File: config.mk
export PLATFORM = sky130hd
export DESIGN_NAME = cla_4b
export DESIGN_NICKNAME = d
export VERILOG_FILES = /design/src/rtl/cla_pkg.sv /design/src/rtl/cla_4b_core.sv /design/src/rtl/cla_4b.sv
export SDC_FILE = /design/constraint.sdc
export NUM_CORES = 1
export LEC_CHECK = 0
export CAP_MARGIN = 20
export CORE_AREA = 2 2 39 41
export DETAILED_ROUTE_END_ITERATION = 16
export DIE_AREA = 0 0 41 43
export PLACE_DENSITY_LB_ADDON = 0.12
export SLEW_MARGIN = 20
export SYNTH_ARGS = -nofsm -noshare
export SYNTH_HDL_FRONTEND = slang
export SYNTH_SLANG_ARGS = --single-unit
export TNS_END_PERCENT = 1
File: constraint.sdc
create_clock -name clk -period 2 [get_ports clk]
set_clock_uncertainty 0.2 [all_clocks]
set_input_delay 0.2 -clock clk [delete_from_list [all_inputs] [get_ports clk]]
set_output_delay 0.2 -clock clk [all_outputs]
set_load 0.005 [all_outputs]
File: src/rtl/cla_pkg.sv
// Shared definitions for the 4-bit carry look-ahead adder.
//   CLA_WIDTH  : operand width supported by the adder (4)
//   cla_word_t : one 4-bit operand or sum word
package cla_pkg;

  localparam int CLA_WIDTH = 4;

  typedef logic [3:0] cla_word_t;

endpackage : cla_pkg

File: src/rtl/cla_4b_core.sv
// Combinational core of the 4-bit carry look-ahead adder.
// Ports:
//   a, b     : in  4-bit unsigned operands
//   c0       : in  carry-in
//   sum_next : out (a + b + c0) mod 16
//   c4       : out carry-out (2^4 bit of a + b + c0)
//   grp_p    : out group propagate p3&p2&p1&p0
//   grp_g    : out group generate, carry produced independent of c0
module cla_4b_core
  import cla_pkg::*;
(
  input  cla_word_t a,
  input  cla_word_t b,
  input  logic      c0,
  output cla_word_t sum_next,
  output logic      c4,
  output logic      grp_p,
  output logic      grp_g
);

  cla_word_t  g;
  cla_word_t  p;
  logic [4:0] c;

  assign g = a & b;
  assign p = a ^ b;

  // Every carry is written out in sum-of-products form directly from g, p
  // and c0, so no carry depends on another carry (no ripple path).
  assign c[0] = c0;
  assign c[1] = g[0] | (p[0] & c0);
  assign c[2] = g[1] | (p[1] & g[0]) | (p[1] & p[0] & c0);
  assign c[3] = g[2] | (p[2] & g[1]) | (p[2] & p[1] & g[0])
              | (p[2] & p[1] & p[0] & c0);
  assign c[4] = g[3] | (p[3] & g[2]) | (p[3] & p[2] & g[1])
              | (p[3] & p[2] & p[1] & g[0])
              | (p[3] & p[2] & p[1] & p[0] & c0);

  assign sum_next = p ^ c[3:0];
  assign c4       = c[4];

  // Group terms let a higher-level look-ahead unit cascade several blocks.
  assign grp_p = &p;
  assign grp_g = g[3] | (p[3] & g[2]) | (p[3] & p[2] & g[1])
               | (p[3] & p[2] & p[1] & g[0]);

endmodule : cla_4b_core

File: src/rtl/cla_4b.sv
// 4-bit carry look-ahead adder with registered outputs (1-cycle latency).
// Ports:
//   clk   : in  clock, rising edge
//   rst   : in  synchronous active-high reset, clears all outputs
//   a, b  : in  4-bit unsigned operands
//   c0    : in  carry-in
//   sum   : out registered (a + b + c0) mod 16
//   c_out : out registered carry-out
//   grp_p : out registered group propagate
//   grp_g : out registered group generate
module cla_4b
  import cla_pkg::*;
#(
  parameter int NUM_BITS = 4
) (
  input  logic                clk,
  input  logic                rst,
  input  logic [NUM_BITS-1:0] a,
  input  logic [NUM_BITS-1:0] b,
  input  logic                c0,
  output logic [NUM_BITS-1:0] sum,
  output logic                c_out,
  output logic                grp_p,
  output logic                grp_g
);

  if (NUM_BITS != CLA_WIDTH) begin : g_bad_width
    $error("cla_4b: NUM_BITS must be 4");
  end

  cla_word_t sum_p0;
  logic      c4_p0;
  logic      grp_p_p0;
  logic      grp_g_p0;

  cla_4b_core u_core (
    .a        (a),
    .b        (b),
    .c0       (c0),
    .sum_next (sum_p0),
    .c4       (c4_p0),
    .grp_p    (grp_p_p0),
    .grp_g    (grp_g_p0)
  );

  // Stage p0 -> p1: output register; reset discards the in-flight result.
  cla_word_t sum_p1;
  logic      c_out_p1;
  logic      grp_p_p1;
  logic      grp_g_p1;

  always_ff @(posedge clk) begin
    if (rst) begin
      sum_p1   <= '0;
      c_out_p1 <= 1'b0;
      grp_p_p1 <= 1'b0;
      grp_g_p1 <= 1'b0;
    end else begin
      sum_p1   <= sum_p0;
      c_out_p1 <= c4_p0;
      grp_p_p1 <= grp_p_p0;
      grp_g_p1 <= grp_g_p0;
    end
  end

  assign sum   = sum_p1;
  assign c_out = c_out_p1;
  assign grp_p = grp_p_p1;
  assign grp_g = grp_g_p1;

endmodule : cla_4b

# Yosys cells after proc, flatten, opt, wreduce, memory -nomap -nowiden
# Cells that the tools add are included.
[op_classes] n_addsub=0 mul=0 n_div=0 n_lt_le_gt_ge=0 eq_ne=0 shifts=0 mux=0 n_bitwise=29 n_reduce_logical=1
[ops] op="$and 1x1->1" n=16
[ops] op="$or 1x1->1" n=10
[ops] op="$xor 4x4->4" n=2
[ops] op="$and 4x4->4" n=1
[ops] op="$reduce_and 4->1" n=1
[totals] ff_bits=7 latchBits=0 ram_bits=0 mem_bits_ro=0 in_bits=11 out_inout_bits=7 wordCells=34 mem_count=0

# Logic depth before layout (Yosys ltp)
[logic_depth] ltp_word=6 mapped_depth=4

# Modules after synthesis
# From an unflattened synthesis, not the netlist that was laid out.
[unflattened] cells_unflattened=37 hier_area_um2=379.1
[modules_own_cells] module="cla_4b_core" instances=1 cells_each=23 area_each_um2=195.2 seq_area_each_um2=0.0
[modules_own_cells] module="cla_4b" instances=1 cells_each=14 area_each_um2=183.9 seq_area_each_um2=140.1

# Worst setup path before layout
# No wires, ideal clock.
[synth_path] kind="in2reg" start="input a[0]" end="register sum_p1[2] (netlist: sum[2])" setup_time_ns=0.121 arrival_ns=1.140 required_time_ns=1.679 slack_ns=0.540 stages=4 path_buffers=0 path_cell_list="ha_1 a21o_1 a21oi_1 mux2_2"
[synth_via] elab_chain_len=5
[synth_lines] element="start, declared" line_no="cla_4b.sv:18" rtl="input logic [NUM_BITS-1:0] a,"
[synth_lines] element="$and 4x4->4 / $xor 4x4->4 (equally long branches)" line_no="cla_4b_core.sv:25, cla_4b_core.sv:26"
[synth_lines] element="$and 1x1->1" line_no="cla_4b_core.sv:32" rtl="assign c[2] = g[1] | (p[1] & g[0]) | (p[1] & p[0] & c0);"
[synth_lines] element="$or 1x1->1 / $and 1x1->1 (equally long branches)" line_no="cla_4b_core.sv:32"
[synth_lines] element="$or 1x1->1 (*)" line_no="cla_4b_core.sv:32"
[synth_lines] element="$xor 4x4->4 (*)" line_no="cla_4b_core.sv:39" rtl="assign sum_next = p ^ c[3:0];"
[synth_lines] element="end signal, assigned" line_no="cla_4b.sv:59" rtl="sum_p1 <= sum_p0;"
[synth_lines] element="end, declared" line_no="cla_4b.sv:47" rtl="cla_word_t sum_p1;"
# Mark *: on every way between the ends. The rest lies on a longest branch, timed or not.
# A chain may end at the register's enable or synchronous reset.

# Worst setup path after layout
# Same ends and word-level chain as after synthesis.

==> metrics.md <==
| Metric | Value |
|---|---|
| Pin count of the biggest net entering global routing | 9 |
| Worst-Margin Slew | 0.249 ns |
| Overflow after GRT | 0 |
| Post-synthesis sequential area ratio | 37.5% |
| Clk root buf | clkbuf_4 |
| Cell row count | 14 |
| Hold Path Depth | 2 |
| Clock sink count | 7 |
| Nets | 79 |
| Worst min-delay path class | input port to flop |
| Yosys reg bits | 7 |
| Die height | 43 um |
| Slew Limit Headroom | 83.3% |
| Share of cells above drive strength 1 | 14.8% |
| Number of max-cap violations | 0 |
| Starting density of the core | 27.0% |
| Worst setup SP type | input port |
| Unique masters post-synth | 21 |
| Vias in the first global route | 282 |
| Total power | 387 uW |
| Boundary pin count | 18 |
| Final setup viols | 0 |
| Min-delay src | rst |
| DRT Wirelength | 663 um |
| Final hold violation count | 0 |
| Iter 0 DRT Violations | 3 |
| Critical Path RT | 1.93 ns |
| FMAX | 0.577 GHz |
| Max FO, Critical Path | 3 |
| Setup CP Type | input port to flop |
| GRT Total Usage | 9.55% |
| Routability congestion estimate | 0.661 |
| Placeable Area | 1380 um^2 |
| Slowest stage cell on the critical path | clkdlybuf4s50_1 |
| Synth Instances | 38 |
| Drt pass-1 iters | 2 |
| DRC errors left | 0 |
| Post-CTS Hold Buffers | 0 |
| Unrepaired setup endpoints after global routing | no |
| First-pass GRT wire length | 1100 um |
| ANT nets after route | 0 |
| CP cell instances | clkdlybuf4s50_1 -> ha_1 -> a21o_1 -> a21oi_1 -> mux2_2 |
| Initial antenna violation count | 0 |
| Longest Clk Path Bufs | 2 |
| Leakage power | 0.271 nW |
| Warnings, synthesis | 0 |
| Die Area | 1760 um^2 |
| Die width | 41 um |
| Crit path DAT | 1.67 ns |
| DP HPWL | 560 um |
| Via count | 330 |
| Input/output buffers | 17 |
| Status | completed |
| Mean post-synth cell area | 9.84 um^2 |
| Slowest stage delay, CP | 0.43 ns |
| Wirelength per Cell | 8.61 um |
| Critical Path End Type | flop |
| VDD IR max | 0.179 mV |
| Hold Slack | 0.442 ns |
| Period minus WS final | 1.73 ns |
| Post-cts resize count | 0 |
| Clock slew at reported path FFs | 0.05 ns |
| Slew Viols, Final | 0 |
| Inserted Diodes | 0 |
| Area Growth Syn to Fin | 61.9% |
| CTS tree | done |
| Synthesized area | 374 um^2 |
| Worst Hold Endpoint | sum[0] |
| Post-CTS setup buffer count | 0 |
| PwrDens | 638 nW/um^2 |
| TNS Setup | 0 ns |
| Mapped Nets | 55 |
| H-tree depth | 1 |
| Tcrit/Tclk final | 86.7% |
| Vias/cell | 4.29 |
| Num CTS Buffers | 3 |
per-stage QoR:
step                utilization [%]  instances  setup slack [ns]  area [um^2]
finish                         43.8         77             0.266          606
global route                   43.8         77             0.247          606
CTS                            43.8         77             0.285          606
detailed placement             41.9         73            0.0350          579
global placement               41.9         73            0.0463          579
floorplan                         -         38             0.540          374
logic make-up (layout without fill, tap and decap cells):
group	after synthesis	count (layout)	share of synthesized area, %
simple gates	11	11	16.4
flops	7	7	37.5
xor+xnor	1	1	2.34
fa+ha+maj	6	6	22.1
buf+inv	5	28	5.02
mux	2	2	5.69
compound gates	6	6	11.0
layer usage:
layer | vias up | GRT usage, % | part of all wire (%)
li1 | 173 | - | -
met4 | 0 | 10.0 | 0
met3 | 0 | 1.57 | 8.1
met1 | 142 | 11.3 | 44
met2 | 15 | 13.1 | 48
met5 | - | 0 | 0
state kept, by name (all words and copies together), names as in the netlist:
name   flops
grp_p      1
grp_g      1
sum        4
c_out      1
report_power, final:
group	internal (mW)	total, mW	switching (mW)
clock network	0.0758	0.122	0.0465
registers	0.154	0.156	0.00281
logic	0.0695	0.108	0.0385
final cells by class:
cell class                      instances  area (um^2)
Clock buffer                            4         26.3
Fill cell                             145          778
Inverter                                5         18.8
Multi-Input combinational cell         26          215
Sequential cell                         7          140
Tap cell                               16         20.0
Timing Repair Buffer                   19          185
Yosys cell counts (all sizes together):
library cell	instances	area (um^2)
a21boi	1	7.51
a21o	1	7.51
a21oi	2	10.0
and3	1	11.3
dfxtp	7	140
fa	1	20.0
ha	5	62.6
inv	5	18.8
mux2	1	11.3
mux2i	1	10.0
nand2	1	3.75
nand2b	1	6.26
nand3	1	5.00
nand4	1	6.26
nor2	3	11.3
nor2b	1	6.26
nor3	1	5.00
o21ba	1	10.0
o22ai	1	6.26
or2	1	6.26
xor2	1	8.76
placed cells by master (no fill, tap or decap):
cell / synthesis / routed
buf_4: 0 / 2
a21o_1: 1 / 1
inv_1: 5 / 5
nor3_1: 1 / 1
o22ai_1: 1 / 1
clkdlybuf4s50_1: 0 / 17
or2_2: 1 / 1
clkbuf_1: 0 / 1
nor2b_1: 1 / 1
nand2b_1: 1 / 1
clkbuf_4: 0 / 3
nand2_1: 1 / 1
and3_4: 1 / 1
xor2_1: 1 / 1
ha_1: 5 / 5
nand4_1: 1 / 1
nor2_1: 3 / 3
nand3_1: 1 / 1
a21oi_1: 2 / 2
o21ba_2: 1 / 1
a21boi_0: 1 / 1
mux2_2: 1 / 1
mux2i_1: 1 / 1
dfxtp_1: 7 / 7
fa_1: 1 / 1
worst max-delay path, delay by kind of cell:
family	cells	cell delay (ns)
adders and majority gates	1	0.33
buffers and inverters	1	0.43
AOI/OAI and AO/OA	2	0.36
muxes	1	0.35
how the worst max path moves through the flow:
stage,from,to,slack [ns],cells after the start
2_1_floorplan,a[0],sum[2],0.54,4
5_1_grt,a[0],sum[2],0.25,5
6_report,a[0],sum[2],0.27,5
3_3_place_gp,a[0],sum[2],0.05,5
3_5_place_dp,a[0],sum[2],0.04,5
4_1_cts,a[0],sum[2],0.28,5
(Power assumes the default switching activity.)
